--- config.mk ---
export PLATFORM = sky130hd
export DESIGN_NAME = cell_scan_scheduler
export DESIGN_NICKNAME = d
export VERILOG_FILES = /design/src/rtl/cell_scan_scheduler.sv
export SDC_FILE = /design/constraint.sdc
export NUM_CORES = 1
export LEC_CHECK = 0
export CORE_MARGIN = 5
export CORE_UTILIZATION = 36
export DETAILED_ROUTE_END_ITERATION = 10
export PLACE_DENSITY = 0.65
export RECOVER_POWER = 100
export SLEW_MARGIN = 10
export SYNTH_ARGS = -nofsm -noshare
export SYNTH_HDL_FRONTEND = slang
export SYNTH_SLANG_ARGS = --single-unit
export TNS_END_PERCENT = 10
--- constraint.sdc ---
create_clock -name clk -period 2.5 [get_ports clk]
set_input_delay 0.5 -clock clk [delete_from_list [all_inputs] [get_ports clk]]
set_output_delay 0.5 -clock clk [all_outputs]
set_load 0.05 [all_outputs]
--- src/rtl/cell_scan_scheduler.sv ---
// Raster-scan controller: issues 3x3 window origins over a frame and maps in-order results to txImage addresses.
// Latency: first origin one cycle after start; write strobe is combinational with the accepted result.
// Backpressure: origin/op/user held while valid && !ready; issue pauses at MAX_OUT cells in flight.
module cell_scan_scheduler #(
    parameter  int IMG_W    = 640,
    parameter  int IMG_H    = 480,
    parameter  int CELL_N   = 3,
    parameter  int OPCODE_W = 4,
    parameter  int CH_W     = 8,
    parameter  int MAX_OUT  = 4,
    localparam int NX       = IMG_W - CELL_N + 1,
    localparam int NY       = IMG_H - CELL_N + 1,
    localparam int XW       = $clog2(IMG_W),
    localparam int YW       = $clog2(IMG_H),
    localparam int AW       = $clog2(NX * NY)
) (
    input  logic                clk,
    input  logic                reset,
    input  logic                start_i,
    input  logic [OPCODE_W-1:0] opcode_i,
    input  logic [CH_W-1:0]     user_i,
    output logic                busy_o,
    output logic                done_o,
    output logic                err_o,
    output logic                cell_valid_o,
    input  logic                cell_ready_i,
    output logic [XW-1:0]       cell_x_o,
    output logic [YW-1:0]       cell_y_o,
    output logic [OPCODE_W-1:0] cell_op_o,
    output logic [CH_W-1:0]     cell_user_o,
    input  logic                res_valid_i,
    output logic                res_wr_en_o,
    output logic [AW-1:0]       res_addr_o
);
    localparam int OW = $clog2(MAX_OUT + 1);
    localparam logic [XW-1:0]       X_LAST  = XW'(NX - 1);
    localparam logic [YW-1:0]       Y_LAST  = YW'(NY - 1);
    localparam logic [OW-1:0]       OUT_MAX = OW'(MAX_OUT);
    // Highest legal opcode (AVG); anything above it is rejected without issuing.
    localparam logic [OPCODE_W-1:0] OP_AVG  = OPCODE_W'(11);

    typedef enum logic [1:0] {S_IDLE, S_ISSUE, S_DRAIN, S_DONE} state_t;

    state_t                state_q, state_d;
    logic [XW-1:0]         x_q, x_d;
    logic [YW-1:0]         y_q, y_d;
    logic [OW-1:0]         out_q, out_d;
    logic [AW-1:0]         ret_q, ret_d;
    logic [OPCODE_W-1:0]   op_q, op_d;
    logic [CH_W-1:0]       user_q, user_d;
    logic                  err_q, err_d;

    logic xfer;
    logic res_acc;

    // Outputs decode straight from flops except the write strobe, which follows the accepted result.
    always_comb begin
        cell_valid_o = (state_q == S_ISSUE) && (out_q < OUT_MAX);
        xfer         = cell_valid_o && cell_ready_i;
        res_acc      = res_valid_i && (out_q != '0);
        busy_o       = (state_q == S_ISSUE) || (state_q == S_DRAIN);
        done_o       = (state_q == S_DONE);
        err_o        = (state_q == S_DONE) && err_q;
        cell_x_o     = x_q;
        cell_y_o     = y_q;
        cell_op_o    = op_q;
        cell_user_o  = user_q;
        res_wr_en_o  = res_acc;
        res_addr_o   = ret_q;
    end

    // Next-state: frame sequencing, raster advance, in-flight tracking and write address.
    always_comb begin
        state_d = state_q;
        x_d     = x_q;
        y_d     = y_q;
        out_d   = out_q;
        ret_d   = ret_q;
        op_d    = op_q;
        user_d  = user_q;
        err_d   = err_q;

        case (state_q)
            S_IDLE: begin
                if (start_i) begin
                    op_d   = opcode_i;
                    user_d = user_i;
                    if (opcode_i > OP_AVG) begin
                        err_d   = 1'b1;
                        state_d = S_DONE;
                    end else begin
                        err_d   = 1'b0;
                        x_d     = '0;
                        y_d     = '0;
                        ret_d   = '0;
                        state_d = S_ISSUE;
                    end
                end
            end
            S_ISSUE: begin
                if (xfer) begin
                    if (x_q == X_LAST) begin
                        x_d = '0;
                        if (y_q == Y_LAST) begin
                            state_d = S_DRAIN;
                        end else begin
                            y_d = y_q + YW'(1);
                        end
                    end else begin
                        x_d = x_q + XW'(1);
                    end
                end
            end
            S_DRAIN: begin
                if (out_q == '0) begin
                    state_d = S_DONE;
                end
            end
            S_DONE: begin
                state_d = S_IDLE;
            end
            default: state_d = S_IDLE;
        endcase

        // Simultaneous issue and return leave the in-flight count unchanged.
        case ({xfer, res_acc})
            2'b10:   out_d = out_q + OW'(1);
            2'b01:   out_d = out_q - OW'(1);
            default: out_d = out_q;
        endcase

        if (res_acc) begin
            ret_d = ret_q + AW'(1);
        end
    end

    // State and datapath registers; reset aborts any frame and forgets in-flight cells.
    always_ff @(posedge clk) begin
        if (reset) begin
            state_q <= S_IDLE;
            x_q     <= '0;
            y_q     <= '0;
            out_q   <= '0;
            ret_q   <= '0;
            op_q    <= '0;
            user_q  <= '0;
            err_q   <= 1'b0;
        end else begin
            state_q <= state_d;
            x_q     <= x_d;
            y_q     <= y_d;
            out_q   <= out_d;
            ret_q   <= ret_d;
            op_q    <= op_d;
            user_q  <= user_d;
            err_q   <= err_d;
        end
    end
endmodule

# Word level (Yosys, flattened, before mapping)
# Index checks and enable logic that the tools add are counted.
[word_totals]
register_bits = 56
latchBits = 0
mem_bits_rw = 0
romBits = 0
in_bits = 17
out_inout_bits = 55
wordCells = 71
memories = 0
[classes]
addsub = 5
n_mul = 0
n_div = 0
magnitude_cmp = 2
eq_ne = 15
shifts = 0
n_mux = 24
bitwise_logic = 0
reduce_logical = 17
[ops]
columns = ["operator", "count"]
rows = [
  ["2-to-1 mux 19 bit", 4],
  ["2-to-1 mux 9 bit", 5],
  ["2-to-1 mux 10 bit", 4],
  ["case mux 10 bit (2 select lines)", 1],
  ["adder 19 x 1 -> 19 bit (second input constant)", 1],
  ["case mux 9 bit (2 select lines)", 1],
  ["2-to-1 mux 2 bit", 6],
  ["adder 10 x 1 -> 10 bit (second input constant)", 1],
  ["equality test 10 bit (second input constant)", 1],
  ["!= test 2 bit (second input constant)", 5],
  ["adder 9 x 1 -> 9 bit (second input constant)", 1],
  ["equality test 9 bit (second input constant)", 1],
  ["case mux 2 bit (4 select lines)", 1],
  ["nonzero test 2 bit", 4],
  ["equality test 2 bit (second input constant)", 3],
  ["!= test 2 x 1 -> 1 bit (second input constant)", 3],
  ["case mux 3 bit (2 select lines)", 1],
  ["AND reduction 6 bit", 1],
  ["AND reduction 5 bit", 1],
  ["equality test 2 x 1 -> 1 bit (second input constant)", 2],
  ["greater-than comparator 4 bit (second input constant)", 1],
  ["logical AND 1 bit", 4],
  ["AND reduction 4 bit", 1],
  ["adder 3 x 1 -> 3 bit (second input constant)", 1],
  ["9 further kinds", 9],
]

# Depth between registers and ports, before layout
[depth]
word_depth = 5
ltp_mapped = 12
depth_no_buf = 11

# Worst setup path before layout
# OpenSTA, ideal clock, no wires.
[synth_path]
path_type = "reg-to-reg"
from = "register state_q[1]"
to = "register out_q[2]"
setup_ns = 0.070
arrival_ns = 2.778
slack_ns = -0.348
stages_incl_launch_ff = 13
n_path_buf = 1
synth_period_minus_slack_ns = 2.848
cell_sequence = "dfxtp_1 inv_1 ha_1 clkbuf_1 inv_1 nor2_1 nand2_1 ha_1 inv_1 fa_1 xor2_1 or3_1 a21oi_1"
[synth_between]
elab_chain_cells = 5
elab_cells_between_ends = 7
[synth_lines]
columns = ["element", "line", "rtl"]
rows = [
  ["start, declared", "44", "state_t state_q, state_d;"],
  ["start signal, assigned", "149", "state_q <= state_d;"],
  ["equality test 2 x 1 -> 1 bit *", "58", "cell_valid_o = (state_q == S_ISSUE) && (out_q < OUT_MAX);"],
  ["logical AND 1 bit *", "58", ""],
  ["net cell_valid_o", "25", "output logic cell_valid_o,"],
  ["logical AND 1 bit *", "59", "xfer = cell_valid_o && cell_ready_i;"],
  ["equality test 2 x 1 -> 1 bit or equality test 2 bit (tied branches)", "126", "case ({xfer, res_acc})"],
  ["case mux 3 bit (2 select lines) or nonzero test 2 bit (tied branches)", "-", ""],
  ["end signal, assigned", "152", "out_q <= out_d;"],
  ["end, declared", "47", "logic [OW-1:0] out_q, out_d;"],
]
# Mark *: on every way through the listed nets, which the timed path passes. The rest lies on a longest branch.
# A chain may end at the register's enable or synchronous reset.

# Worst setup path in the final report
[layout_path]
from = "register state_q[0]"
to = "output err_o"
[layout_between]
elab_chain_cells = 2
[layout_lines]
columns = ["element", "line", "rtl"]
rows = [
  ["equality test 2 bit", "63", "err_o = (state_q == S_DONE) && err_q;"],
  ["logical AND 1 bit", "63", ""],
  ["end, declared", "24", "output logic err_o,"],
]
# No other way between the ends.

==> qor.yml <==
reg2reg_slack_ns: 0.27
slew_viol_final: 0
skew_ns: 0.00350
critPathSlowestCell: "clkdlybuf4s50_1"
drive_gt1_share_pct: 6.44
synth_warnings: 0
grt_pass1_wl_um: 11900
min_from: "cell_user_o[5]$_SDFFE_PP0P_"
pwr-share-seq_pct: 37.4
synth_simple_gate_area_share_pct: 28.8
maxCapViolations: 0
rr_startpoint: "state_q[0]$_SDFFE_PP0P_"
io_pins: 72
ys_ff_latch: 56
netlist_instances: 343
netlist_area_um2: 2810
synth_ff_type: "dfxtp_1"
post-cts-setup-buffers: 0
synth_compound_area_share_pct: 16.2
holdPathEnd: "cell_user_o[5]$_SDFFE_PP0P_"
fin_nets: 447
syn_to_final_growth_pct: 34.0
synth_xor_area_share_pct: 3.43
p_per_area_nw_per_um2: 724
avgSynthCellArea_um2: 8.18
dp_hpwl_um: 5170
synthMuxAreaShare_pct: 2.41
wl_um: 6990
power.internal_mw: 1.65
vias_per_cell: 5.15
crit_type: "flop to primary output"
critPathCaptureType: "primary output"
worstSetupStartpointType: "flop"
clockPowerShare_pct: 23.8
wl_per_cell_um: 13.4
die_w_um: 98.3
clkTransAtPathRegs_ns: 0.10
drc: 0
worstPathRequired_ns: 2.00
seq_area_um2: 1120
p_sw_mw: 1.08
rows: 32
grtUsageMet2_pct: 23.9
async_flop_share_pct: 0
critPathArrivalTime_ns: 1.85
ys_types: 47
grt_pass1_vias: 2583
drt_iter0_markers: 100
start_util_pct: 36.7
setup_tns_ns: 0
placed_cells: 513
multi_input_area_um2: 1580
firstDrtPassIters: 4
busiest_layer: "met2"
num_antenna_cells: 0
synth_fa_ha_area_share_pct: 5.62
cts_made_buffers: 5
met1_usage_pct: 17.8
fill_cells: 724
cts-resized-gates: 0
ant_nets: 0
gr-usage-met3_pct: 5.29
hold_viol: 0
reg2reg_to: "cell_x_o[1]$_SDFFE_PP0P_"
antenna_found_initial: 0
die_area_um2: 9660
cts_tree: "yes"
vias: 2681
grt_max_degree: 50
p_sw_share_pct: 39.5
syn_nets: 372
seq_area_frac_synth_pct: 40.0
root_buffer: "clkbuf_8"
whs_path_depth: 2
r2r_cells: 8
grt.overflow.total: 0
grt_use_total_pct: 14.6
die_y_um: 98.3
gp_congestion: 0.867
port_buffers: 71
final_cell_mix: "dfxtp_1 (56), dlygate4sd3_1 (51), nand2_1 (49), nor2_1 (38), a21oi_1 (36)"
slowest_delay_ns: 0.81
relSlewSlack_pct: 49.0
cp_max_fo: 4
ctsHoldBuffers: 0
tightestPinTransition_ns: 0.766
cts.sinks: 56
synth-edff-count: 0
hold_class: "flop to flop"
fin_crit_sh_pct: 93.9
core_um2: 7650
rsz0062_at_grt: "no"
h-tree-depth: 2
synth_top_family_by_area: "simple AND/OR/NAND/NOR gates"
power_frac_comb_pct: 38.9
layout.cells.non_filler: 521
clockBufferDepth: 2
p_leak_nw: 1.50
status: "finished, final reports clean"
worstPathCellList: "ha_1, and2_1, clkdlybuf4s50_1"
period_minus_slack_ns: 2.35
max_freq_mhz: 426
vdd_ir_drop_max_uv: 488
whs_ns: 0.454
final_common_cell: "dfxtp_1"
insertion_delay_ns: 0.31
setup_viol: 0
-- power groups by stage --
| stage | sequential [mW] | combinational (mW) | clock, mW |
|---|---|---|---|
| 2_1_floorplan | 1.20 | 0.621 | 0 |
| 6_report | 1.02 | 1.06 | 0.647 |
| 4_1_cts | 1.02 | 1.14 | 0.673 |
| 3_5_place_dp | 1.04 | 1.14 | 0 |
| 3_3_place_gp | 1.04 | 1.12 | 0 |
| 5_1_grt | 1.03 | 1.17 | 0.706 |
-- worst max-delay path by stage --
stage                                        from  depth (start not counted)                        to
after detailed placement              opcode_i[2]                          7  cell_x_o[0]$_SDFFE_PP0P_
after floorplan             out_q[0]$_SDFFE_PP0P_                          8     out_q[2]$_SDFFE_PP0P_
final                     state_q[0]$_SDFFE_PP0P_                          3                     err_o
after global placement                res_valid_i                          9     out_q[2]$_SDFFE_PP0P_
after CTS                 state_q[0]$_SDFFE_PP0P_                          3                     err_o
after global routing      state_q[0]$_SDFFE_PP0P_                          8  cell_x_o[2]$_SDFFE_PP0P_
-- cells by family after synthesis --
group,Yosys count
buffers and inverters,26
and+or+nand+nor,159
xor gates and xnor gates,11
DFF,56
adders and majority gates,12
AOI/OAI and AO/OA,73
muxes,6
-- cell usage after synthesis (all sizes together), types with 3 or more instances --
cell type	n	area share (%)
dfxtp	56	40
nand2	49	6.6
nor2	38	5.1
a21oi	36	6.6
nand3	17	3.0
clkbuf	11	1.5
ha	11	4.9
inv	11	1.5
o21ai	11	2.0
nand4	10	2.2
xor2	10	3.1
and3	9	2.2
o31ai	7	1.9
mux2	6	2.4
nand4b	6	1.9
a211oi	5	1.3
a31oi	5	1.1
nand3b	5	1.3
or3	4	0.89
and2	3	0.67
and4	3	0.94
buf	3	0.49
nand2b	3	0.94
nor2b	3	0.67
nor3	3	0.54
-- layer usage --
metal / up-vias / wire length (um)
li1: 1381 / -
met1: 1230 / 3130
met2: 64 / 3220
met3: 6 / 534
met4: 0 / 102
met5: - / 0
-- registers in the layout (all words and copies together) (netlist names) --
register,count
cell_y_o,9
state_q,2
err_q,1
res_addr_o,19
cell_x_o,10
out_q,3
cell_user_o,8
cell_op_o,4
-- through the flow --
| stage | setup WS, ns | util, % | power [mW] | area (um2) |
|---|---|---|---|---|
| final | 0.152 | 49.1 | 2.72 | 3760 |
| after global routing | 0.0559 | 49.1 | 2.90 | 3760 |
| after CTS | 0.128 | 49.8 | 2.84 | 3800 |
| after detailed placement | 0.0779 | 48.1 | 2.18 | 3680 |
| after global placement | 0.120 | 48.1 | 2.16 | 3680 |
| after floorplan | 0.00986 | - | 1.82 | 2810 |
-- final cells by class --
type                            instances  area share, %
Multi-Input combinational cell        261           41.9
Sequential cell                        56           29.8
Timing Repair Buffer                   82           20.3
Tap cell                              102           3.40
Clock buffer                            7           2.56
Inverter                               12           1.20
Clock inverter                          1          0.799
-- critical path, delay by kind of cell (launching register included) --
kind	cells	cell delay, ns
flip-flops	1	0.40
buffers and inverters	1	0.81
AND/OR/NAND/NOR	1	0.14
adder cells (fa/ha/maj)	1	0.20
Power figures use the tool's default switching activity.
